### config.mk
export PLATFORM = sky130hd
export DESIGN_NAME = branch_resolve_unit
export DESIGN_NICKNAME = d
export VERILOG_FILES = /design/src/rtl/branch_resolve_unit_pkg.sv /design/src/rtl/branch_resolve_unit_cond_eval.sv /design/src/rtl/branch_resolve_unit.sv
export SDC_FILE = /design/constraint.sdc
export NUM_CORES = 1
export LEC_CHECK = 0
export BUFFER_PORTS_ARGS = -buffer_cell sky130_fd_sc_hd__buf_2
export CORE_ASPECT_RATIO = 0.6
export CORE_MARGIN = 3
export CORE_UTILIZATION = 55
export DETAILED_ROUTE_END_ITERATION = 6
export GPL_ROUTABILITY_DRIVEN = 0
export PLACE_DENSITY = 0.8
export SYNTH_ARGS = -nofsm -noshare
export SYNTH_HDL_FRONTEND = slang
export SYNTH_SLANG_ARGS = --single-unit
### constraint.sdc
create_clock -name CLK -period 5.1 [get_ports CLK]
set_input_delay 1.02 -clock CLK [delete_from_list [all_inputs] [get_ports CLK]]
set_output_delay 1.02 -clock CLK [all_outputs]
set_load 0.05 [all_outputs]
### src/rtl/branch_resolve_unit_pkg.sv
// Shared encodings for the branch resolve unit: op classes, condition codes,
// FSM states and flag bit positions inside {O,S,C,Z}.
package branch_resolve_unit_pkg;

  typedef enum logic [2:0] {
    OP_JF   = 3'b000,
    OP_JT   = 3'b001,
    OP_J    = 3'b010,
    OP_JAL  = 3'b011,
    OP_JR   = 3'b100,
    OP_NONE = 3'b111
  } op_tf_e;

  typedef enum logic [2:0] {
    COND_TRUE    = 3'b000,
    COND_NEG     = 3'b001,
    COND_ZERO    = 3'b010,
    COND_CARRY   = 3'b100,
    COND_NEGZERO = 3'b101,
    COND_OVF     = 3'b111
  } cond_e;

  typedef enum logic [1:0] {
    ST_IDLE  = 2'b00,
    ST_WAIT  = 2'b01,
    ST_FLUSH = 2'b10
  } state_e;

  localparam int FLAG_O = 3;
  localparam int FLAG_S = 2;
  localparam int FLAG_C = 1;
  localparam int FLAG_Z = 0;

  function automatic logic is_conditional(input logic [2:0] op);
    return (op == OP_JF) || (op == OP_JT);
  endfunction

endpackage

### src/rtl/branch_resolve_unit_cond_eval.sv
// Combinational branch decision: evaluates the condition against a flag set
// and classifies the op as taken / not taken / illegal.
module branch_resolve_unit_cond_eval
  import branch_resolve_unit_pkg::*;
(
  input  logic [3:0] i_flags,
  input  logic [2:0] i_op,
  input  logic [2:0] i_cond,
  output logic       o_taken,
  output logic       o_illegal
);

  logic w_c;
  logic w_cond_ok;

  always_comb begin
    w_c       = 1'b0;
    w_cond_ok = 1'b1;
    case (i_cond)
      COND_TRUE:    w_c = 1'b1;
      COND_NEG:     w_c = i_flags[FLAG_S];
      COND_ZERO:    w_c = i_flags[FLAG_Z];
      COND_CARRY:   w_c = i_flags[FLAG_C];
      COND_NEGZERO: w_c = i_flags[FLAG_S] & i_flags[FLAG_Z];
      COND_OVF:     w_c = i_flags[FLAG_O];
      default:      w_cond_ok = 1'b0;
    endcase
  end

  always_comb begin
    o_taken   = 1'b0;
    o_illegal = 1'b0;
    case (i_op)
      OP_JF: begin
        if (w_cond_ok) o_taken = ~w_c;
        else           o_illegal = 1'b1;
      end
      OP_JT: begin
        if (w_cond_ok) o_taken = w_c;
        else           o_illegal = 1'b1;
      end
      OP_J, OP_JAL, OP_JR: o_taken = 1'b1;
      OP_NONE:             o_taken = 1'b0;
      default:             o_illegal = 1'b1;
    endcase
  end

endmodule

### src/rtl/branch_resolve_unit.sv
// Branch resolve unit: architectural flag register with same-cycle bypass,
// handshaked branch resolution, flag-pending stall and timed pipeline flush.
module branch_resolve_unit
  import branch_resolve_unit_pkg::*;
#(
  parameter int ADDR_WIDTH   = 16,
  parameter int FLUSH_CYCLES = 2,
  parameter int CNT_WIDTH    = 8
) (
  input  logic                  CLK,
  input  logic                  RESET,
  input  logic                  BR_VALID,
  output logic                  BR_READY,
  input  logic [2:0]            OP_TF,
  input  logic [2:0]            COND,
  input  logic [ADDR_WIDTH-1:0] TARGET,
  input  logic                  FLAG_WE,
  input  logic                  O_IN,
  input  logic                  S_IN,
  input  logic                  C_IN,
  input  logic                  Z_IN,
  input  logic                  FLAG_PENDING,
  output logic [3:0]            FLAGS_Q,
  output logic                  RESOLVED,
  output logic                  TAKEN,
  output logic                  SEL_PC,
  output logic [ADDR_WIDTH-1:0] PC_OUT,
  output logic                  FLUSH,
  output logic                  ILLEGAL,
  output logic [CNT_WIDTH-1:0]  TAKEN_CNT
);

  localparam int FCW = $clog2(FLUSH_CYCLES + 1);

  state_e                r_state;
  state_e                w_next_state;
  logic [3:0]            r_flags;
  logic [3:0]            w_new_flags;
  logic [3:0]            w_eval_flags;
  logic [2:0]            r_op;
  logic [2:0]            r_cond;
  logic [ADDR_WIDTH-1:0] r_target;
  logic [2:0]            w_op_sel;
  logic [2:0]            w_cond_sel;
  logic [ADDR_WIDTH-1:0] w_target_sel;
  logic [FCW-1:0]        r_flush_cnt;
  logic                  w_accept;
  logic                  w_go_wait;
  logic                  w_resolve;
  logic                  w_taken;
  logic                  w_illegal;
  logic                  w_flush_next;

  assign w_new_flags  = {O_IN, S_IN, C_IN, Z_IN};
  assign w_eval_flags = FLAG_WE ? w_new_flags : r_flags;
  assign w_accept     = BR_VALID & (r_state == ST_IDLE);
  assign w_go_wait    = w_accept & is_conditional(OP_TF) & FLAG_PENDING & ~FLAG_WE;

  // In WAIT the decision uses the captured request, otherwise the live one
  assign w_op_sel     = (r_state == ST_WAIT) ? r_op     : OP_TF;
  assign w_cond_sel   = (r_state == ST_WAIT) ? r_cond   : COND;
  assign w_target_sel = (r_state == ST_WAIT) ? r_target : TARGET;

  branch_resolve_unit_cond_eval u_cond_eval (
    .i_flags   (w_eval_flags),
    .i_op      (w_op_sel),
    .i_cond    (w_cond_sel),
    .o_taken   (w_taken),
    .o_illegal (w_illegal)
  );

  always_comb begin
    w_resolve = 1'b0;
    case (r_state)
      ST_IDLE: w_resolve = w_accept & (OP_TF != OP_NONE) & ~w_go_wait;
      ST_WAIT: w_resolve = FLAG_WE | ~FLAG_PENDING;
      default: w_resolve = 1'b0;
    endcase
  end

  always_ff @(posedge CLK or posedge RESET) begin
    if (RESET) r_state <= ST_IDLE;
    else       r_state <= w_next_state;
  end

  always_comb begin
    w_next_state = r_state;
    case (r_state)
      ST_IDLE: begin
        if (w_resolve && w_taken) w_next_state = ST_FLUSH;
        else if (w_go_wait)       w_next_state = ST_WAIT;
        else                      w_next_state = ST_IDLE;
      end
      ST_WAIT: begin
        if (w_resolve) w_next_state = w_taken ? ST_FLUSH : ST_IDLE;
        else           w_next_state = ST_WAIT;
      end
      ST_FLUSH: begin
        if (r_flush_cnt == '0) w_next_state = ST_IDLE;
        else                   w_next_state = ST_FLUSH;
      end
      default: w_next_state = ST_IDLE;
    endcase
  end

  // FLUSH lags RESOLVED by one cycle, so the counter is loaded on the resolve edge
  always_comb begin
    w_flush_next = 1'b0;
    case (r_state)
      ST_FLUSH: w_flush_next = (r_flush_cnt != '0);
      default:  w_flush_next = 1'b0;
    endcase
  end

  always_ff @(posedge CLK or posedge RESET) begin
    if (RESET) begin
      r_flags     <= 4'b0000;
      r_op        <= OP_NONE;
      r_cond      <= COND_TRUE;
      r_target    <= '0;
      r_flush_cnt <= '0;
    end else begin
      if (FLAG_WE) r_flags <= w_new_flags;
      if (w_go_wait) begin
        r_op     <= OP_TF;
        r_cond   <= COND;
        r_target <= TARGET;
      end
      if (w_resolve && w_taken)
        r_flush_cnt <= FCW'(FLUSH_CYCLES);
      else if (r_state == ST_FLUSH && r_flush_cnt != '0)
        r_flush_cnt <= r_flush_cnt - FCW'(1);
    end
  end

  always_ff @(posedge CLK or posedge RESET) begin
    if (RESET) begin
      RESOLVED  <= 1'b0;
      ILLEGAL   <= 1'b0;
      TAKEN     <= 1'b0;
      SEL_PC    <= 1'b1;
      PC_OUT    <= '0;
      FLUSH     <= 1'b0;
      TAKEN_CNT <= '0;
    end else begin
      RESOLVED <= w_resolve;
      ILLEGAL  <= w_resolve & w_illegal;
      FLUSH    <= w_flush_next;
      if (w_resolve) begin
        TAKEN  <= w_taken;
        SEL_PC <= ~w_taken;
      end
      if (w_resolve && w_taken) begin
        PC_OUT <= w_target_sel;
        if (TAKEN_CNT != {CNT_WIDTH{1'b1}}) TAKEN_CNT <= TAKEN_CNT + CNT_WIDTH'(1);
      end
    end
  end

  assign BR_READY = (r_state == ST_IDLE);
  assign FLAGS_Q  = r_flags;

endmodule

# After elaboration in Yosys (flattened, before gate mapping)
# Index checks and enable logic that the tools add are counted.
[word_totals] register_bits=59 wordCells=80
[classes] addsub=2 n_eq_ne=15 n_mux=21 n_bitwise=14 reduce_logical=15
[ops] cell="two-way mux 16 bit" n=1
[ops] cell="equality test 3 bit (second input constant)" n=5
[ops] cell="two-way mux 2 bit" n=6
[ops] cell="equality test 3 x 1 -> 1 bit (second input constant)" n=3
[ops] cell="equality test 3 x 2 -> 1 bit (second input constant)" n=3
[ops] cell="logical NOT 3 bit" n=3
[ops] cell="adder 8 x 1 -> 8 bit (second input constant)" n=1
[ops] cell="bitwise AND 1 bit" n=8
[ops] cell="inequality test 8 bit (second input constant)" n=1
[ops] cell="two-way mux 1 bit" n=6
[ops] cell="two-way mux 3 bit" n=2
[ops] cell="case mux 1 bit (6 select lines)" n=1
[ops] cell="case mux 2 bit (3 select lines)" n=1
[ops] cell="OR reduction 6 bit" n=1
[ops] cell="inverter 1 bit" n=5
[ops] cell="logical NOT 2 bit" n=2
[ops] cell="two-way mux 4 bit" n=1
[ops] cell="case mux 1 bit (2 select lines)" n=2
[ops] cell="nonzero test 2 bit" n=2
[ops] cell="OR reduction 4 bit" n=1
[ops] cell="inequality test 3 bit (second input constant)" n=1
[ops] cell="case mux 1 bit (3 select lines)" n=1
[ops] cell="OR reduction 3 bit" n=1
[ops] cell="equality test 2 x 1 -> 1 bit (second input constant)" n=1
[ops] cell="other kinds (7)" n=8

# Logic depth before layout (Yosys ltp)
# Gate-level depths: netlist (run 1).
[logic_depth] ltp_word=11 mapped_depth=10 depth_no_buf=8

# Modules after synthesis
# Synthesis (run 1) repeated with hierarchy kept, for this count alone.
[unflattened] cells_unflattened=208 hier_area_um2=2776.4
[by_module_without_submodules] mod="branch_resolve_unit" n_inst=1 cells_per_inst=188 area_each_um2=2641.3
[by_module_without_submodules] mod="branch_resolve_unit_cond_eval" n_inst=1 cells_per_inst=20 area_each_um2=135.1

# Worst setup path after synthesis (run 1)
# OpenSTA, ideal clock, no wires.
[synth_timing] kind="in2reg" start="in COND[1]" end="reg TAKEN_CNT[6]" arrival_time_ps=2645 t_required_ps=4972 path_slack_ps=2327 stages=7 n_path_buf=0 cell_sequence="mux2i_1 or4_1 a311oi_1 a41oi_1 a21oi_4 nand4_1 mux2_1"
[synth_via] elab_chain_len=8 word_cells_on_any_way=16 cone_classes="eq/ne: 5; mux: 6; bitwise: 1; reduce/logical: 4"
[synth_lines] element="start: declaration" line_no="branch_resolve_unit.sv:15" source="input logic [2:0] COND,"
[synth_lines] element="two-way mux 3 bit *" line_no="branch_resolve_unit.sv:61" source="assign w_cond_sel = (r_state == ST_WAIT) ? r_cond : COND;"
[synth_lines] element="equality test 3 x 1 -> 1 bit, or another cell as far along" line_no="branch_resolve_unit_cond_eval.sv:19" source="case (i_cond)"
[synth_lines] element="OR reduction 6 bit (no source line) / case mux 1 bit (6 select lines) (equally long branches)"
[synth_lines] element="two-way mux 1 bit / inverter 1 bit (equally long branches)" line_no="branch_resolve_unit_cond_eval.sv:19, branch_resolve_unit_cond_eval.sv:35"
[synth_lines] element="two-way mux 1 bit, on equally long branches" line_no="branch_resolve_unit_cond_eval.sv:39, branch_resolve_unit_cond_eval.sv:35"
[synth_lines] element="case mux 1 bit (3 select lines) *" line_no="branch_resolve_unit_cond_eval.sv:33" source="case (i_op)"
[synth_lines] element="logical AND 1 bit *" line_no="branch_resolve_unit.sv:153" source="if (w_resolve && w_taken) begin"
[synth_lines] element="AND reduction 2 bit (no source line) *"
[synth_lines] element="end signal: assignment" line_no="branch_resolve_unit.sv:155" source="if (TAKEN_CNT != {CNT_WIDTH{1'b1}}) TAKEN_CNT <= TAKEN_CNT + CNT_WIDTH'(1);"
[synth_lines] element="end: declaration" line_no="branch_resolve_unit.sv:30" source="output logic [CNT_WIDTH-1:0] TAKEN_CNT"
# Mark *: on every way between the ends. The rest lies on a longest branch, timed or not.
# A chain may end at the register's enable or synchronous reset.

# Worst setup path in the final report (run 1)
[layout_timing] start="reg r_state[0]" end="reg PC_OUT[7]"
[layout_via] elab_chain_len=9 word_cells_on_any_way=33 cone_classes="eq/ne: 10; mux: 9; bitwise: 8; reduce/logical: 6"
[layout_lines] element="start: declaration" line_no="branch_resolve_unit.sv:35" source="state_e r_state;"
[layout_lines] element="start signal: assignment" line_no="branch_resolve_unit.sv:83" source="else r_state <= w_next_state;"
[layout_lines] element="branches (longest 9 deep; another with OR reduction 6 bit)"
[layout_lines] element="end signal: assignment" line_no="branch_resolve_unit.sv:154" source="PC_OUT <= w_target_sel;"
[layout_lines] element="end: declaration" line_no="branch_resolve_unit.sv:27" source="output logic [ADDR_WIDTH-1:0] PC_OUT,"
# Parallel ways; which one is timed is not known.

==> flow_metrics.env, run 1 <==
export IMPL_wl_um=5380
export IMPL_fin_nets=328
export IMPL_clk_pin_slew_ns=0.07
export IMPL_timing_final_ws_setup_ns=1.787
export IMPL_synth_async_reset_ratio=1.000
export IMPL_first_global_vias=1952
export IMPL_worst_ep_arrival_time_ns=3.57
export IMPL_cts_hold_buffers_added=0
export IMPL_synth_cell_types=39
export IMPL_setup_violations_final=0
export IMPL_drcViolationCount=0
export IMPL_post_cts_buffers=0
export IMPL_grt_usage=0.2141
export IMPL_fp_dieW_um=95.83
export IMPL_synth_area_um2=2663
export IMPL_p_per_area_nw_per_um2=613.6
export IMPL_cts_buffers=9
export IMPL_final_max_slew_viol_count=0
export IMPL_grt_max_degree=60
export IMPL_drt_antenna_violating_nets=0
export IMPL_seqCellArea_um2=1481
export IMPL_fin_setup_tns_ns=0
export IMPL_ys_warn_count=0
export IMPL_critPathRequiredTime_ns=5.36
export IMPL_hold_viol=0
export IMPL_rsz0062_at_grt="no"
export IMPL_multi_input_area_um2=1117
export IMPL_leakage_nw=1.507
export IMPL_syn_nets=259
export IMPL_core_um2=4369
export IMPL_ys_ff_latch=59
export IMPL_dieHeight_um=59.90
export IMPL_initial_utilization=0.6094
export IMPL_startpoint_type="flip-flop"
export IMPL_cts_resized=0
export IMPL_drv_cap=0
export IMPL_crit_type="flip-flop to flip-flop"
export IMPL_gr_total_overflow=0
export IMPL_yosysTopAreaCell="dfrtp_1"
export IMPL_ys_seq_area_frac=0.5564
export IMPL_vias_per_cell=5.439
export IMPL_ir_worst_vdd_v=0.0003916
export IMPL_synth_most_common_cell="dfrtp_1"
export IMPL_clock_skew_ns=0.006663
export IMPL_cp_end_kind="flip-flop"
export IMPL_tritoncts="done"
export IMPL_rows=18
export IMPL_clock_sinks=59
export IMPL_synth_edf_count=0
export IMPL_cp_startpoint="r_state[0]$_DFF_PP0_"
export IMPL_drive_gt1_frac=0.3733
export IMPL_holdCritStartpoint="TAKEN$_DFFE_PP0P_"
export IMPL_ys_flop_type="dfrtp_1"
export IMPL_finalCritPeriodShare=0.6496
export IMPL_fin_crit_ns=3.313
export IMPL_pre_cts_slack_ns=1.814
export IMPL_r2r_start="r_state[0]$_DFF_PP0_"
export IMPL_fmax_mhz=301.9
export IMPL_clock_latency_ns=0.34
export IMPL_area_delta_synth_final_pct=21.01
export IMPL_yosys_area_top_type_share=0.5169
export IMPL_root_buffer="clkbuf_8"
export IMPL_ios=65
export IMPL_diodes=0
export IMPL_dr_pass1_iters=4
export IMPL_htreeDepth=3
export IMPL_place_hpwl_um=3768
export IMPL_clockBufferDepth=2
export IMPL_cp_max_fo=29
export IMPL_ys_top_cells_by_area="dfrtp_1 52%, mux2_2 9.3%, mux2i_1 8.3%"
export IMPL_fillCellCount=329
export IMPL_worst_pin_slew_ns=1.118
export IMPL_antenna_found_initial=0
export IMPL_postSynthCellCount=226
export IMPL_syn_avg_cell_area_um2=11.78
export IMPL_vias=1958
export IMPL_outcome="finished, final reports clean"
export IMPL_ys_top_cells_by_count="55 x dfrtp_1, 27 x nor2_1, 22 x mux2_2, 22 x mux2i_1, 18 x a21oi_1"
export IMPL_grt_pass1_wl_um=8997
export IMPL_wl_per_cell_um=14.94
export IMPL_maxSlewHeadroom=0.2527
export IMPL_worst_hold_path_type="flip-flop to flip-flop"
export IMPL_die_area_um2=5739
export IMPL_first_iter_violations=89
export IMPL_port_buffers=64
==> logic make-up after synthesis <==
logic type,Yosys count,synth area share
multiplexers,46,0.1842
XOR/XNOR,11,0.03619
AO/OA/AOI/OAI,30,0.07191
adder cells (fa/ha/maj),2,0.009397
buffers and inverters,16,0.02679
AND/OR/NAND/NOR,62,0.1151
flip-flops,59,0.5564
==> placed cells by master (no fill, tap or decap), types with 3 or more instances in the layout <==
| cell type | count |
|---|---|
| a21oi_1 | 18 |
| and2_1 | 3 |
| and3_1 | 4 |
| buf_2 | 64 |
| buf_4 | 3 |
| clkbuf_8 | 11 |
| clkinv_2 | 4 |
| dfrtp_1 | 55 |
| dfstp_2 | 4 |
| inv_1 | 6 |
| mux2_2 | 22 |
| mux2i_1 | 22 |
| nand2_1 | 8 |
| nand2b_1 | 3 |
| nand3_1 | 7 |
| nand4_1 | 3 |
| nor2_1 | 27 |
| xnor2_1 | 9 |
==> state kept, by name, summed over array words and instances (netlist names) <==
register     cells
PC_OUT          16
r_cond           3
FLUSH            1
r_target        16
FLAGS_Q          4
RESOLVED         1
SEL_PC           1
ILLEGAL          1
TAKEN            1
TAKEN_CNT        8
r_state          2
r_flush_cnt      2
r_op             3
==> area by class of cell <==
cell class / instances / share of cell area
clock inverters: 5 / 0.008544
repair buffers: 67 / 0.1064
flip-flops and latches: 59 / 0.4598
clock buffers: 11 / 0.04699
inverters: 7 / 0.008155
well taps: 60 / 0.02330
multi-input cells: 151 / 0.3468
==> path summary, 6_finish.rpt <==
| kind | end | slack, ns | cells past startpoint |
|---|---|---|---|
| min | TAKEN$_DFFE_PP0P_ | 0.48 | 1 |
| max in group asynchronous | r_target[6]$_DFFE_PP0P_ | 3.76 | 3 |
| min reg2reg | TAKEN$_DFFE_PP0P_ | 0.48 | 1 |
| min in group asynchronous | PC_OUT[14]$_DFFE_PP0P_ | 0.87 | 3 |
| max reg2reg | PC_OUT[7]$_DFFE_PP0P_ | 1.79 | 10 |
| max | PC_OUT[7]$_DFFE_PP0P_ | 1.79 | 10 |
==> report_power, final <==
part | switching [mW] | internal (mW)
Clock | 0.179 | 0.199
Combinational | 0.585 | 0.247
Sequential | 0.114 | 0.653
Total | 0.878 | 1.10
==> stage by stage <==
step,hold slack [ns],std cells,power (mW),instance area [um^2],util
after floorplan,0.4588,226,1.405,2663,-
after global placement,0.4597,344,1.580,3043,0.6964
after detailed placement,0.4634,344,1.606,3043,0.6964
after CTS,0.4786,360,1.991,3222,0.7374
after global routing,0.4880,360,2.090,3222,0.7374
final,0.4774,360,1.977,3222,0.7374
==> metal layers <==
metal | GRT usage | routed length [um] | vias up | share of wire
met3 | 0.08176 | 363 | 8 | 0.067
li1 | - | - | 932 | -
met4 | 0.06680 | 59 | 0 | 0.011
met5 | 0 | 0 | - | 0
met2 | 0.3320 | 2430 | 58 | 0.45
met1 | 0.2813 | 2528 | 960 | 0.47
==> critical path, cell delays in order (launching register included) <==
cell	delay, ns
dfrtp_1	0.41
nor2b_4	0.16
buf_4	0.38
mux2i_1	0.51
and4b_1	0.28
nor4b_1	0.28
a41oi_1	0.21
a21oi_4	0.40
buf_4	0.36
nor2_1	0.08
a21oi_1	0.14
Note: power is estimated with default switching activity, not from simulation.
==> run 2, diff against run 1 <==
- CORE_UTILIZATION: 55 -> 53
- PLACE_DENSITY: 0.8 -> 0.77
- clock period: 5.1 -> 3.2 ns (I/O delays scaled with it)
==> flow_metrics.env, run 2 (same netlist as run 1, synthesis figures left out) <==
export IMPL_outcome="finished, final reports clean"
export IMPL_cp_max_fo=18
export IMPL_initial_utilization=0.5657
export IMPL_die_area_um2=5938
export IMPL_final_common_cell="buf_2"
export IMPL_met1_usage=0.2708
export IMPL_power_mw=3.151
export IMPL_diodes=0
export IMPL_maxSlewHeadroom=0.5752
export IMPL_crit_type="flip-flop to flip-flop"
export IMPL_final_max_slew_viol_count=0
export IMPL_htreeDepth=3
export IMPL_p_per_area_nw_per_um2=967.8
export IMPL_rsz0062_at_grt="no"
export IMPL_root_buffer="clkbuf_8"
export IMPL_path_buf_inv=1
export IMPL_drt_antenna_violating_nets=0
export IMPL_busiest_layer="met2"
export IMPL_wl_per_cell_um=14.58
export IMPL_timing_final_ws_setup_ns=0.4310
export IMPL_first_iter_violations=105
export IMPL_wl_um=5335
export IMPL_layout_common_cells="64 x buf_2, 55 x dfrtp_1, 27 x nor2_1"
export IMPL_cp_cell_sequence="nor2b_4 -> mux2i_1 -> or4_1 -> a311oi_1 -> a41oi_1 -> a21oi_4 -> buf_4 -> nand3_1 -> xnor2_1"
export IMPL_worst_ep_arrival_time_ns=2.98
export IMPL_finalCritPeriodShare=0.8653
export IMPL_rows=19
export IMPL_cp_end_kind="flip-flop"
export IMPL_clock_latency_ns=0.33
export IMPL_clockBufferDepth=2
export IMPL_worst_hold_path_type="primary input to async pin"
export IMPL_crit_path_max_incr_delay_ns=0.59
export IMPL_tritoncts="done"
export IMPL_cts_resized=0
export IMPL_top_regs="PC_OUT: 16 flops, r_target: 16 flops, TAKEN_CNT: 8 flops"
export IMPL_cts_hold_buffers_added=0
export IMPL_startpoint_type="flip-flop"
export IMPL_hold_viol=0
export IMPL_vias=1926
export IMPL_grt_max_degree=33
export IMPL_post_cts_buffers=0
export IMPL_fin_crit_ns=2.769
export IMPL_fp_dieW_um=97.51
export IMPL_use_met2=0.3048
export IMPL_grtUsageMet3=0.07233
export IMPL_port_buffers=64
export IMPL_vias_per_cell=5.262
export IMPL_drcViolationCount=0
export IMPL_pre_cts_slack_ns=0.4238
export IMPL_clk_pin_slew_ns=0.06
export IMPL_fmax_mhz=361.1
export IMPL_grt_pass1_wl_um=9018
export IMPL_critPathTopFamily="simple AND/OR/NAND/NOR gates"
export IMPL_setup_violations_final=0
export IMPL_area_delta_synth_final_pct=22.27
export IMPL_drive_gt1_frac=0.3762
export IMPL_first_global_vias=1868
export IMPL_clock_sinks=59
export IMPL_antenna_found_initial=0
export IMPL_grt_usage=0.2010
export IMPL_leakage_nw=1.527
export IMPL_gr_total_overflow=0
export IMPL_critPathRequiredTime_ns=3.41
export IMPL_drv_cap=0
export IMPL_ios=65
export IMPL_cts_buffers=9
export IMPL_fin_setup_tns_ns=0
export IMPL_clock_skew_ns=0.006156
export IMPL_fin_nets=332
export IMPL_crit_path_top_delay_cell="or4_1"
export IMPL_ir_worst_vdd_v=0.0005441
export IMPL_whs_ns=0.3908
export IMPL_worst_pin_slew_ns=0.6363
export IMPL_dieHeight_um=60.90
export IMPL_place_hpwl_um=3894
export IMPL_core_um2=4707
export IMPL_dr_pass1_iters=4
-- run 2: cell count changes in the layout (fill, tap and decap cells not counted), sizes merged --
| cell | previous run | this run |
|---|---|---|
| clkbuf | 11 | 13 |
| clkinv | 4 | 2 |
| buf | 67 | 71 |
| clkinvlp | 1 | 0 |
-- run 2: path summary, 6_finish.rpt --
path	slack [ns]	endpoint	start	cells past startpoint
hold / removal	0.39	r_target[11]$_DFFE_PP0P_	RESET	2
setup / recovery	0.43	TAKEN_CNT[4]$_DFFE_PP0P_	r_state[0]$_DFF_PP0_	9
hold reg to reg	0.49	TAKEN$_DFFE_PP0P_	TAKEN$_DFFE_PP0P_	1
max in group asynchronous	2.08	r_op[0]$_DFFE_PP1P_	RESET	3
setup reg to reg	0.43	TAKEN_CNT[4]$_DFFE_PP0P_	r_state[0]$_DFF_PP0_	9
min in group CLK	0.49	TAKEN$_DFFE_PP0P_	TAKEN$_DFFE_PP0P_	1
-- run 2: metrics by stage --
| stage | cell area [um^2] | instances | util |
|---|---|---|---|
| 2_1_floorplan | 2663 | 226 | - |
| 3_3_place_gp | 3077 | 351 | 0.6536 |
| 3_5_place_dp | 3077 | 351 | 0.6536 |
| 4_1_cts | 3256 | 366 | 0.6917 |
| 5_1_grt | 3256 | 366 | 0.6917 |
| 6_report | 3256 | 366 | 0.6917 |
-- run 2: worst reg2reg max path: stages, from the launching register on --
cell,delay [ns]
dfrtp_1,0.41
nor2b_4,0.27
mux2i_1,0.20
or4_1,0.59
a311oi_1,0.31
a41oi_1,0.12
a21oi_4,0.25
buf_4,0.26
nand3_1,0.12
xnor2_1,0.14
-- run 2: power by group --
| group | switching [mW] | internal (mW) |
|---|---|---|
| combinational | 0.926 | 0.400 |
| sequential | 0.176 | 1.04 |
| clock | 0.270 | 0.338 |
| total | 1.37 | 1.78 |
-- run 2: layout make-up --
type / instances / area, um^2
Clock buffer: 13 / 168.9
Timing Repair Buffer: 71 / 372.9
Tap cell: 63 / 78.83
Fill cell: 380 / 1451
Multi-Input combinational cell: 151 / 1117
Clock inverter: 2 / 10.01
Inverter: 7 / 26.28
Sequential cell: 59 / 1481
-- run 2: layer usage --
layer	wire length, um	vias to the layer above	part of all wire
met5	0	-	0
met4	61	0	0.011
met3	326	8	0.061
met2	2350	55	0.44
met1	2596	923	0.49
li1	-	940	-
